`config.mk`:
```
export PLATFORM = sky130hd
export DESIGN_NAME = conv_cfg_sequencer
export DESIGN_NICKNAME = d
export VERILOG_FILES = /design/src/rtl/conv_pkg.sv /design/src/rtl/conv_beat_cnt.sv /design/src/rtl/conv_cfg_sequencer.sv
export SDC_FILE = /design/constraint.sdc
export NUM_CORES = 1
export LEC_CHECK = 0
export ABC_AREA = 1
export CAP_MARGIN = 20
export CORE_ASPECT_RATIO = 0.9
export CORE_MARGIN = 2
export CORE_UTILIZATION = 30
export DETAILED_ROUTE_END_ITERATION = 12
export GPL_TIMING_DRIVEN = 0
export PLACE_DENSITY = 0.62
export SYNTH_ARGS = -nofsm -noshare
export SYNTH_HDL_FRONTEND = slang
export SYNTH_SLANG_ARGS = --single-unit
```
`constraint.sdc`:
```
create_clock -name clk -period 3.8 [get_ports clk]
set_clock_uncertainty 0.1 [all_clocks]
set_input_delay 0.57 -clock clk [delete_from_list [all_inputs] [get_ports clk]]
set_output_delay 0.57 -clock clk [all_outputs]
set_load 0.005 [all_outputs]
```
`src/rtl/conv_pkg.sv`:
```
// Shared types for the convolution configuration sequencer.
package conv_pkg;

   typedef enum logic [2:0] {
      S_IDLE    = 3'd0,
      S_EVAL_IW = 3'd1,
      S_EVAL_KW = 3'd2,
      S_READ_M0 = 3'd3,
      S_READ_CN = 3'd4,
      S_READ_K  = 3'd5,
      S_DONE    = 3'd6
   } conv_seq_state_e;

   // One extra bit so an index counter can reach its word count without wrapping.
   function automatic int unsigned idx_w(input int unsigned n);
      return $clog2(n) + 1;
   endfunction

endpackage

```
`src/rtl/conv_beat_cnt.sv`:
```
// Beat counter with synchronous clear, increment and a terminal-value compare.
module conv_beat_cnt #(
   parameter int unsigned W = 4
) (
   input  logic         clk,
   input  logic         rst,
   input  logic         i_clr,
   input  logic         i_inc,
   input  logic [W-1:0] i_last,
   output logic [W-1:0] o_cnt,
   output logic         o_term
);

   logic [W-1:0] r_cnt;

   always_ff @(posedge clk or posedge rst) begin
      if (rst) begin
         r_cnt <= '0;
      end else if (i_clr) begin
         r_cnt <= '0;
      end else if (i_inc) begin
         r_cnt <= r_cnt + 1'b1;
      end
   end

   assign o_cnt  = r_cnt;
   assign o_term = (r_cnt == i_last);

endmodule

```
`src/rtl/conv_cfg_sequencer.sv`:
```
// Configuration sequencer: evaluates dimensions through the multiplier, then
// streams M0 words, one C/N word and a run-time-sized kernel from memory.
module conv_cfg_sequencer
   import conv_pkg::*;
#(
   parameter int unsigned DATA_W   = 32,
   parameter int unsigned M0_WORDS = 2,
   parameter int unsigned LEN_W    = 12
) (
   input  logic                          clk,
   input  logic                          rst,
   input  logic                          i_begin,
   input  logic                          i_abort,
   input  logic [LEN_W-1:0]              i_k_len,
   output logic                          o_mul_valid,
   input  logic                          i_mul_ready,
   input  logic                          i_mul_done,
   output logic                          o_mem_ready,
   input  logic                          i_mem_valid,
   output logic                          o_enb_axisreg,
   output logic                          o_enb_mul,
   output logic                          o_enb_result,
   output logic                          o_enb_m0,
   output logic [idx_w(M0_WORDS)-1:0]    o_m0_idx,
   output logic                          o_enb_cn,
   output logic                          o_enb_k,
   output logic [LEN_W-1:0]              o_k_idx,
   output logic                          o_busy,
   output logic                          o_done
);

   localparam int unsigned M0_IW = idx_w(M0_WORDS);
   localparam logic [M0_IW-1:0] M0_LAST = M0_IW'(M0_WORDS - 1);

   // DATA_W is informational only: no data word passes through this block.
   if (DATA_W == 0 || M0_WORDS == 0) begin : g_param_guard
   end

   conv_seq_state_e    r_state;
   conv_seq_state_e    w_next;
   logic               r_issued;
   logic [LEN_W-1:0]   r_k_len;

   logic               w_abort;
   logic               w_eval;
   logic               w_read;
   logic               w_beat;
   logic               w_cnt_clr;
   logic               w_m0_term;
   logic               w_k_term;
   logic [M0_IW-1:0]   w_m0_cnt;
   logic [LEN_W-1:0]   w_k_cnt;

   assign w_abort = i_abort && (r_state != S_IDLE);
   assign w_eval  = (r_state == S_EVAL_IW) || (r_state == S_EVAL_KW);
   assign w_read  = (r_state == S_READ_M0) || (r_state == S_READ_CN) || (r_state == S_READ_K);

   // Abort masks every handshake and enable in its own cycle.
   assign o_mul_valid   = w_eval && !r_issued && !w_abort;
   assign o_mem_ready   = w_read && !w_abort;
   assign w_beat        = i_mem_valid && o_mem_ready;

   assign o_enb_axisreg = (r_state == S_IDLE) && i_begin;
   assign o_enb_mul     = (r_state == S_EVAL_KW) && o_mul_valid;
   assign o_enb_result  = w_eval && r_issued && i_mul_done && !w_abort;
   assign o_enb_m0      = (r_state == S_READ_M0) && w_beat;
   assign o_enb_cn      = (r_state == S_READ_CN) && w_beat;
   assign o_enb_k       = (r_state == S_READ_K) && w_beat;
   assign o_m0_idx      = w_m0_cnt;
   assign o_k_idx       = w_k_cnt;
   assign o_busy        = (r_state != S_IDLE);
   assign o_done        = (r_state == S_DONE) && !i_abort;

   assign w_cnt_clr = w_abort || (r_state == S_DONE);

   conv_beat_cnt #(.W(M0_IW)) u_m0_cnt (
      .clk    (clk),
      .rst    (rst),
      .i_clr  (w_cnt_clr),
      .i_inc  (o_enb_m0),
      .i_last (M0_LAST),
      .o_cnt  (w_m0_cnt),
      .o_term (w_m0_term)
   );

   conv_beat_cnt #(.W(LEN_W)) u_k_cnt (
      .clk    (clk),
      .rst    (rst),
      .i_clr  (w_cnt_clr),
      .i_inc  (o_enb_k),
      .i_last (r_k_len - 1'b1),
      .o_cnt  (w_k_cnt),
      .o_term (w_k_term)
   );

   always_comb begin
      w_next = r_state;
      case (r_state)
         S_IDLE:    if (i_begin) w_next = S_EVAL_IW;
         S_EVAL_IW: if (o_enb_result) w_next = S_EVAL_KW;
         S_EVAL_KW: if (o_enb_result) w_next = S_READ_M0;
         S_READ_M0: if (o_enb_m0 && w_m0_term) w_next = S_READ_CN;
         S_READ_CN: if (o_enb_cn) w_next = (r_k_len != '0) ? S_READ_K : S_DONE;
         S_READ_K:  if (o_enb_k && w_k_term) w_next = S_DONE;
         S_DONE:    w_next = S_IDLE;
         default:   w_next = S_IDLE;
      endcase
      if (w_abort) w_next = S_IDLE;
   end

   always_ff @(posedge clk or posedge rst) begin
      if (rst) begin
         r_state  <= S_IDLE;
         r_issued <= 1'b0;
         r_k_len  <= '0;
      end else begin
         r_state <= w_next;
         // Any state change re-arms the multiplier request for the next phase.
         if (w_next != r_state) begin
            r_issued <= 1'b0;
         end else if (o_mul_valid && i_mul_ready) begin
            r_issued <= 1'b1;
         end
         if (o_enb_axisreg) begin
            r_k_len <= i_k_len;
         end
      end
   end

endmodule

```
==> results of run 1 <==
synthesized netlist by cell type, drive strengths merged:
cell type   n  area share (%)
o21bai      1            0.36
ha          3             1.8
buf         2            0.59
a221oi      1            0.42
xor2        4             1.7
o211ai      1            0.36
dfrtp      30              36
nand3b      1            0.36
inv        48             8.6
a21oi      11             2.6
clkbuf      2            0.36
o21ai      28             6.7
nor4        3             1.6
nor2       33             8.0
o21a        1            0.36
o211a       1            0.48
o31ai       1            0.36
a211oi      2             1.2
nand2      85              17
nand3      25             8.1
nor3        3             1.5
xnor2       6             2.5
cell type report:
cell class                      instances  area share [%]
Clock buffer                            5            2.48
Timing Repair Buffer                   43            16.1
Clock inverter                          3            1.44
Tap cell                               90            4.06
Buffer                                  4           0.722
Inverter                               48            6.50
Sequential cell                        30            27.1
Multi-Input combinational cell        210            41.6
worst max-delay path, delay by kind of cell (launching register included):
kind | cells | cell delay, ns
buf+inv | 5 | 1.26
simple gates | 3 | 0.28
flops | 1 | 0.36
cells by family after synthesis:
group / count (synthesis) / synth area share [%]
AND/OR/NAND/NOR: 150 / 36.1
buffers and inverters: 52 / 9.51
AO/OA/AOI/OAI: 47 / 12.8
flip-flops: 30 / 35.7
XOR/XNOR: 10 / 4.16
adder cells (fa/ha/maj): 3 / 1.78
sequential cells by signal (all words and copies together) (netlist names):
register        count
r_k_len            12
u_m0_cnt.o_cnt      2
u_k_cnt.o_cnt      12
r_issued            1
r_state             3
cells in the final DEF, fill, tap and decap left out, types with 2 or more instances in the layout:
cell type / netlist / layout
xor2_1: 4 / 4
nor2_1: 21 / 21
nand2_4: 2 / 2
a21oi_1: 11 / 11
a211oi_2: 2 / 2
nand3_2: 4 / 4
dfrtp_1: 30 / 30
clkbuf_1: 2 / 2
nor2_2: 11 / 11
nand2_1: 77 / 77
clkinv_2: 0 / 2
nand3_4: 2 / 2
nand3_1: 19 / 19
o21ai_0: 23 / 23
ha_1: 3 / 3
xnor2_1: 6 / 6
clkbuf_8: 0 / 5
nor4_1: 2 / 2
inv_2: 9 / 9
o21ai_1: 5 / 5
inv_1: 39 / 39
clkdlybuf4s50_1: 0 / 42
nand2_2: 6 / 6
per-layer routing:
layer	up-vias	share of wire (%)	track usage, %
li1	1030	-	-
met1	873	53	20.5
met2	34	42	22.6
met3	7	3.7	3.34
met4	0	1.3	4.48
met5	-	0	0
power by group:
group          leakage, nW  internal (mW)  switching, mW
logic                0.859          0.302          0.471
clock network       0.0579          0.193          0.127
registers            0.397          0.397         0.0752
total                 1.31          0.892          0.674
through the flow:
| stage | hold WS (ns) | instance area [um^2] |
|---|---|---|
| after floorplan | 0.383 | 2100 |
| after global placement | 0.394 | 2640 |
| after detailed placement | 0.393 | 2670 |
| after CTS | 0.406 | 2770 |
| after global routing | 0.434 | 2770 |
| final | 0.408 | 2770 |
final timing paths:
kind	to	cells after the start	slack, ns	start
setup / recovery	o_enb_axisreg	8	0.94	r_state[0]
hold / removal	u_m0_cnt.o_cnt[0]	1	0.41	u_m0_cnt.o_cnt[0]
hold reg to reg	u_m0_cnt.o_cnt[0]	1	0.41	u_m0_cnt.o_cnt[0]
max in group asynchronous	r_k_len[1]	3	2.49	rst
setup reg to reg	r_issued	15	1.65	r_k_len[0]
min in group asynchronous	u_m0_cnt.o_cnt[1]	2	0.59	rst
==> run metrics, run 1 <==
Post-Route Utilization 41.5%; Fmax 0.350 GHz; Critical Path Start Type register; initial core utilization 31.5%; largest net degree at the start of global routing 17; Tightest Hold Check Type register to register; WL final 5160 um; Nets 364; YS warnings 0; setup bufs post-CTS 0; CTS Hold Buffers Added 0; critical path endpoint category output pin; Worst Path Arrival 2.19 ns; final worst path period share 75.2%; placed cells 425; Total GRT Usage 14.7%; Final Wtd Congestion 0.886; critical-path cell list buf_4 -> nor2_2 -> nand2_2 -> inv_1 -> nand2_1 -> inv_2 -> clkbuf_1 -> clkdlybuf4s50_1; htree depth 2; Final Total Pwr 1.57 mW; PnR worst setup slack 0.942 ns; Die Width 92.3 um; Syn Inst Count 292; total gr overflow 0; Hold Vio Cnt, Final 0; Clock Tree Buf Depth 2; status finished, final reports clean; remaining routing DRC violations 0; register clock-pin slew on the reported worst setup and hold paths 0.07 ns; fillers 694; Sink Count 30; Worst Max-Slew Pin Slew 0.687 ns; Worst Path Required 3.13 ns; post-synthesis cell type count 34; wire per inst 11.9 um; CP peak stage delay 0.58 ns; Max IR drop VDD 0.152 mV; pwr dens 564 mW/mm^2; FF+latch area 751 um^2; post-synthesis sequential area ratio 35.7%; Post-DRT Antenna Nets 0; crit path max fanout 10; routed vias/inst 4.49; Ant. Diodes 0; CTS tree built; Die Area 0.00770 mm^2; PortBufs 42; final setup TNS 0 ns; die height 83.5 um; Iteration-0 DRC Markers 89; Syn Area/Cell 7.21 um^2; via count 1,944; layout cell share with drive strength beyond 1 14.9%; Row Count 28; CP Class register to output pin; core area 0.00669 mm^2; leakage power total 1.31 nW; Net Count, Synth 314; area of the multi-input gates 0.00115 mm^2; Pre-antenna DRT Iters 4; Clk Latency, worst-skew pair 0.29 ns; number of max-cap violations 0; relative slew slack 54.2%; RSZ-0062 raised after global routing false; Resize count post-CTS 0; I/O pin cnt 43; root buf cell clkbuf_8; Non-Filler Instances 433; vias in the first global route 1,970; post-place setup slack 0.961 ns; Synth Cell Area 0.00210 mm^2; antenna violations before repair 0; clock period minus worst slack 2.86 ns; final number of setup-violating endpoints 0; slowest cell on the critical path clkdlybuf4s50_1; synthesis-to-layout area growth 31.8%; total CTS buffers 5; Synth Register Bits 30; Post-DP HPWL 4150 um; Max Transition Viols Final 0; first-pass GRT wire length 9160 um
Note: power is estimated with default switching activity, not from simulation.
==> inputs of run 2 (changes only) <==
==> constraint.sdc (replaced) <==
create_clock -name clk -period 2.9 [get_ports clk]
set_clock_uncertainty 0.1 [all_clocks]
set_input_delay 0.435 -clock clk [delete_from_list [all_inputs] [get_ports clk]]
set_output_delay 0.435 -clock clk [all_outputs]
set_load 0.005 [all_outputs]
==> run 2 against run 1 <==
Power up 31%. Largest cell class unchanged. Largest power group unchanged. Worst setup slack worse by 0.54 ns. First-iteration DRC count up 9.0%. Critical path depth up 1. Sequential power up 31%. Non-clock buffer count down 1. Sequential share of layout area about the same. Critical path type unchanged.
==> run metrics, run 2 (same netlist as run 1, synthesis figures left out) <==
layout cell share with drive strength beyond 1 14.9%; Tightest Hold Check Type register to register; setup slack, reg-to-reg 0.76 ns; Worst Path Required 2.37 ns; placed cells 425; vias in the first global route 1,970; remaining routing DRC violations 0; status finished, final reports clean; Post-DRT Antenna Nets 0; Row Count 28; RSZ-0062 raised after global routing false; Switching Fraction 43.0%; register clock-pin slew on the reported worst setup and hold paths 0.07 ns; Sink Count 30; wire per inst 11.8 um; final worst path period share 86.2%; antenna violations before repair 0; core area 0.00669 mm^2; CTS tree built; Die Area 0.00770 mm^2; Clock Tree Buf Depth 2; Fmax 0.400 GHz; Die Width 92.3 um; die height 83.5 um; initial core utilization 31.5%; crit path max fanout 8; Iteration-0 DRC Markers 97; Ant. Diodes 0; clock period minus worst slack 2.50 ns; post-place setup slack 0.331 ns; final setup TNS 0 ns; Post-Route Utilization 41.4%; Final Wtd Congestion 0.886; Hold Startpoint u_m0_cnt.o_cnt[0]; Clk Latency, worst-skew pair 0.29 ns; Worst Max-Slew Pin Slew 0.686 ns; I/O pin cnt 43; Hold EP u_m0_cnt.o_cnt[0]; total CTS buffers 5; first-pass GRT wire length 9160 um; Max Transition Viols Final 0; Reg-to-Reg Start r_k_len[0]; Internal 1.17 mW; largest net degree at the start of global routing 17; most frequent cells in the layout nand2_1 (77), clkdlybuf4s50_1 (42), inv_1 (39); htree depth 2; final number of setup-violating endpoints 0; Nets 363; relative slew slack 54.2%; Total GRT Usage 14.7%; PnR worst setup slack 0.401 ns; Cell Area, Placed 0.00267 mm^2; Worst R2R Path Depth 15; total gr overflow 0; CP Class register to output pin; synthesis-to-layout area growth 31.6%; Resize count post-CTS 0; routed vias/inst 4.50; Reg power frac 30.2%; Comb power frac 49.3%; clock power share 20.5%; Post-DP HPWL 4150 um; reg2reg end r_issued; Hold Vio Cnt, Final 0; Max IR drop VDD 0.198 mV; fillers 693; hold path cells 1; critical path endpoint category output pin; WL final 5100 um; Worst Path Arrival 1.96 ns; commonest non-fill, non-tap cell in the layout nand2_1; pwr dens 739 mW/mm^2; root buf cell clkbuf_8; Pre-antenna DRT Iters 5; Psw 0.879 mW; CTS Hold Buffers Added 0; PortBufs 42; leakage power total 1.31 nW; Critical Path Start Type register; number of max-cap violations 0; via count 1,945; Non-Filler Instances 432; fin area 0.00277 mm^2
## run 2: cell count changes in the layout (fill, tap and decap cells not counted)
cell | before | now
clkbuf_1 | 2 | 1
## run 2: power groups by stage
stage | clock, mW | combinational (mW) | sequential [mW]
2_1_floorplan | 0 | 0.759 | 0.598
3_3_place_gp | 0 | 0.997 | 0.626
3_5_place_dp | 0 | 1.02 | 0.624
4_1_cts | 0.426 | 1.02 | 0.618
5_1_grt | 0.444 | 1.18 | 0.639
6_report | 0.419 | 1.01 | 0.619
## run 2: cell type report
cell class / instances / area, um^2 / share of cell area, %
multi-input cells: 210 / 1150 / 41.6
flip-flops and latches: 30 / 751 / 27.1
repair buffers: 43 / 448 / 16.2
inverters: 48 / 180 / 6.50
well taps: 90 / 113 / 4.07
clock buffers: 5 / 68.8 / 2.48
clock inverters: 3 / 40.0 / 1.45
plain buffers: 3 / 16.3 / 0.587
## run 2: what timing repair did
action | in CTS | in global routing
buffers inserted | 0 | 0
setup endpoints to repair | 0 | 1
hold endpoints to repair | 0 | 0
## run 2: per-stage QoR
| stage | hold WS (ns) | total power, mW |
|---|---|---|
| after floorplan | 0.383 | 1.36 |
| after global placement | 0.394 | 1.62 |
| after detailed placement | 0.393 | 1.64 |
| after CTS | 0.406 | 2.07 |
| after global routing | 0.434 | 2.26 |
| final | 0.408 | 2.05 |
## run 2: how the worst max path moves through the flow
| stage | slack (ns) | end | start | cells after the start |
|---|---|---|---|---|
| 3_3_place_gp | 0.34 | o_enb_axisreg | i_begin | 5 |
| 3_5_place_dp | 0.33 | o_enb_axisreg | i_begin | 5 |
| 6_report | 0.40 | o_enb_mul | r_state[0] | 9 |
| 4_1_cts | 0.13 | o_enb_axisreg | r_state[0] | 8 |
| 5_1_grt | 0.26 | o_enb_mul | r_state[2] | 8 |
| 2_1_floorplan | 1.02 | r_issued | r_k_len[0] | 15 |
## run 2: metal layers
metal | wire (um) | GRT usage [%] | vias to the layer above | share of wire (%)
met5 | 0 | 0 | - | 0
met4 | 72 | 4.48 | 0 | 1.4
met3 | 203 | 3.34 | 8 | 4.0
met2 | 2150 | 22.6 | 36 | 42
met1 | 2670 | 20.5 | 870 | 52
li1 | - | - | 1031 | -
## run 2: critical path, cell delays in order, from the launching register on
cell and delay (ns):
dfrtp_1 0.36, buf_4 0.16, nor2_2 0.11, nand2_2 0.10
nand2_4 0.13, nand2_2 0.10, nor2_2 0.12, nand2_1 0.06
inv_1 0.05, clkdlybuf4s50_1 0.49
==> inputs of run 3 (changes only) <==
--- a/config.mk
+++ b/config.mk
@@ -13,6 +13,8 @@
 export DETAILED_ROUTE_END_ITERATION = 12
 export GPL_TIMING_DRIVEN = 0
 export PLACE_DENSITY = 0.62
+export SLEW_MARGIN = 15
 export SYNTH_ARGS = -nofsm -noshare
 export SYNTH_HDL_FRONTEND = slang
 export SYNTH_SLANG_ARGS = --single-unit
+export TNS_END_PERCENT = 100
==> constraint.sdc (replaced) <==
create_clock -name clk -period 2.65 [get_ports clk]
set_clock_uncertainty 0.1 [all_clocks]
set_input_delay 0.3975 -clock clk [delete_from_list [all_inputs] [get_ports clk]]
set_output_delay 0.3975 -clock clk [all_outputs]
set_load 0.005 [all_outputs]
==> run 3 against run 2 <==
Clock power down 8.6%. Critical path depth unchanged. Utilization down 0.67 points. Flip-flop and latch count unchanged. Worst hold slack better by 0.0056 ns. Sequential power up 9.5%. Count of clock-buffer cells in the layout up 2. Largest cell class unchanged. Highest routed layer unchanged.
==> run metrics, run 3 (same netlist as run 1, synthesis figures left out) <==
status finished, final reports clean; Clock Tree Buf Depth 2; total gr overflow 0; Resize count post-CTS 0; Tightest Hold Check Type register to register; CTS tree built; Critical Path Start Type register; I/O pin cnt 43; Ant. Diodes 0; Non-Filler Instances 431; Row Count 28; FF+latch area 751 um^2; Clk Latency, worst-skew pair 0.28 ns; leakage power total 1.29 nW; Iteration-0 DRC Markers 86; Worst Max-Slew Pin Slew 0.625 ns; post-place setup slack 0.153 ns; number of max-cap violations 0; die height 83.5 um; final worst path period share 92.1%; Post-DP HPWL 4040 um; CP Class register to output pin; RSZ-0062 raised after global routing false; via count 1,965; CTS Hold Buffers Added 0; WL final 5040 um; Die Width 92.3 um; Psw 0.947 mW; register clock-pin slew on the reported worst setup and hold paths 0.06 ns; PortBufs 42; relative slew slack 58.3%; area of the multi-input gates 0.00115 mm^2; total CTS buffers 5; Worst Path Arrival 1.94 ns; fin area 0.00273 mm^2; final setup TNS 0 ns; Comb power frac 50.7%; Post-DRT Antenna Nets 0; Nets 362; wire per inst 11.7 um; clock power share 17.8%; Post-Route Utilization 40.7%; Max IR drop VDD 0.210 mV; Fin Hold WS 0.414 ns; Max Transition Viols Final 0; Final Total Pwr 2.15 mW; vias in the first global route 1,868; root buf cell clkbuf_8; Fmax 0.410 GHz; Total GRT Usage 14.2%; synthesis-to-layout area growth 29.5%; pwr dens 790 mW/mm^2; critical path endpoint category output pin; Cell Area, Placed 0.00264 mm^2; largest net degree at the start of global routing 31; Internal 1.21 mW; most frequent cells in the layout nand2_1 (77), clkdlybuf4s50_1 (42), inv_1 (38); Sink Count 30; fillers 686; Worst Path Required 2.15 ns; initial core utilization 31.5%; Switching Fraction 44.0%; clock period minus worst slack 2.44 ns; Hold Vio Cnt, Final 0; remaining routing DRC violations 0; commonest non-fill, non-tap cell in the layout nand2_1; PnR worst setup slack 0.211 ns; setup bufs post-CTS 0; final number of setup-violating endpoints 0; placed cells 424; first-pass GRT wire length 8880 um; routed vias/inst 4.56; crit path max fanout 8; antenna violations before repair 0; htree depth 2; Pre-antenna DRT Iters 5; Die Area 0.00770 mm^2; Reg power frac 31.5%; layout cell share with drive strength beyond 1 14.7%; Final Wtd Congestion 0.886; core area 0.00669 mm^2
## run 3: cell count changes in the layout (fill, tap and decap cells not counted), sizes merged
cell,previous run,this run
bufinv,1,0
clkinv,2,1
clkbuf,6,8
buf,3,2
## run 3: final cells by class
class / instances / area share (%)
clock buffers: 7 / 3.17
flip-flops and latches: 30 / 27.5
repair buffers: 42 / 15.4
well taps: 90 / 4.13
inverters: 48 / 6.61
plain buffers: 3 / 0.597
multi-input cells: 210 / 42.3
clock inverters: 1 / 0.184
## run 3: path summary, 6_finish.rpt
path                                         from                end  slack, ns  cells after the start
max in group asynchronous                     rst        r_k_len[11]       1.61                      2
min in group asynchronous                     rst  u_m0_cnt.o_cnt[1]       0.42                      2
worst min register to register  u_m0_cnt.o_cnt[0]  u_m0_cnt.o_cnt[0]       0.41                      1
worst max register to register         r_k_len[0]           r_issued       0.49                     16
worst max-delay path                   r_state[0]          o_enb_mul       0.21                      9
worst min-delay path            u_m0_cnt.o_cnt[0]  u_m0_cnt.o_cnt[0]       0.41                      1
## run 3: critical path, stage by stage (launching register included)
cell and delay [ns]:
dfrtp_1 0.36, buf_4 0.16, nor2_2 0.11, nand2_2 0.10
nand2_4 0.12, nand2_2 0.09, nor2_2 0.12, nand2_1 0.06
inv_1 0.04, clkdlybuf4s50_1 0.49
## run 3: power by group through the flow
stage | combinational [mW] | sequential (mW) | clock [mW]
after CTS | 1.10 | 0.678 | 0.391
after global placement | 1.09 | 0.685 | 0
after global routing | 1.27 | 0.699 | 0.410
final | 1.09 | 0.678 | 0.383
after floorplan | 0.830 | 0.654 | 0
after detailed placement | 1.11 | 0.683 | 0
## run 3: metal layers
metal / vias to the layer above / wire length [um] / global-route usage, %
met3: 5 / 186 / 3.16
met5: - / 0 / 0
met1: 893 / 2640 / 20.4
met4: 0 / 62 / 4.88
met2: 38 / 2150 / 21.0
li1: 1029 / - / -
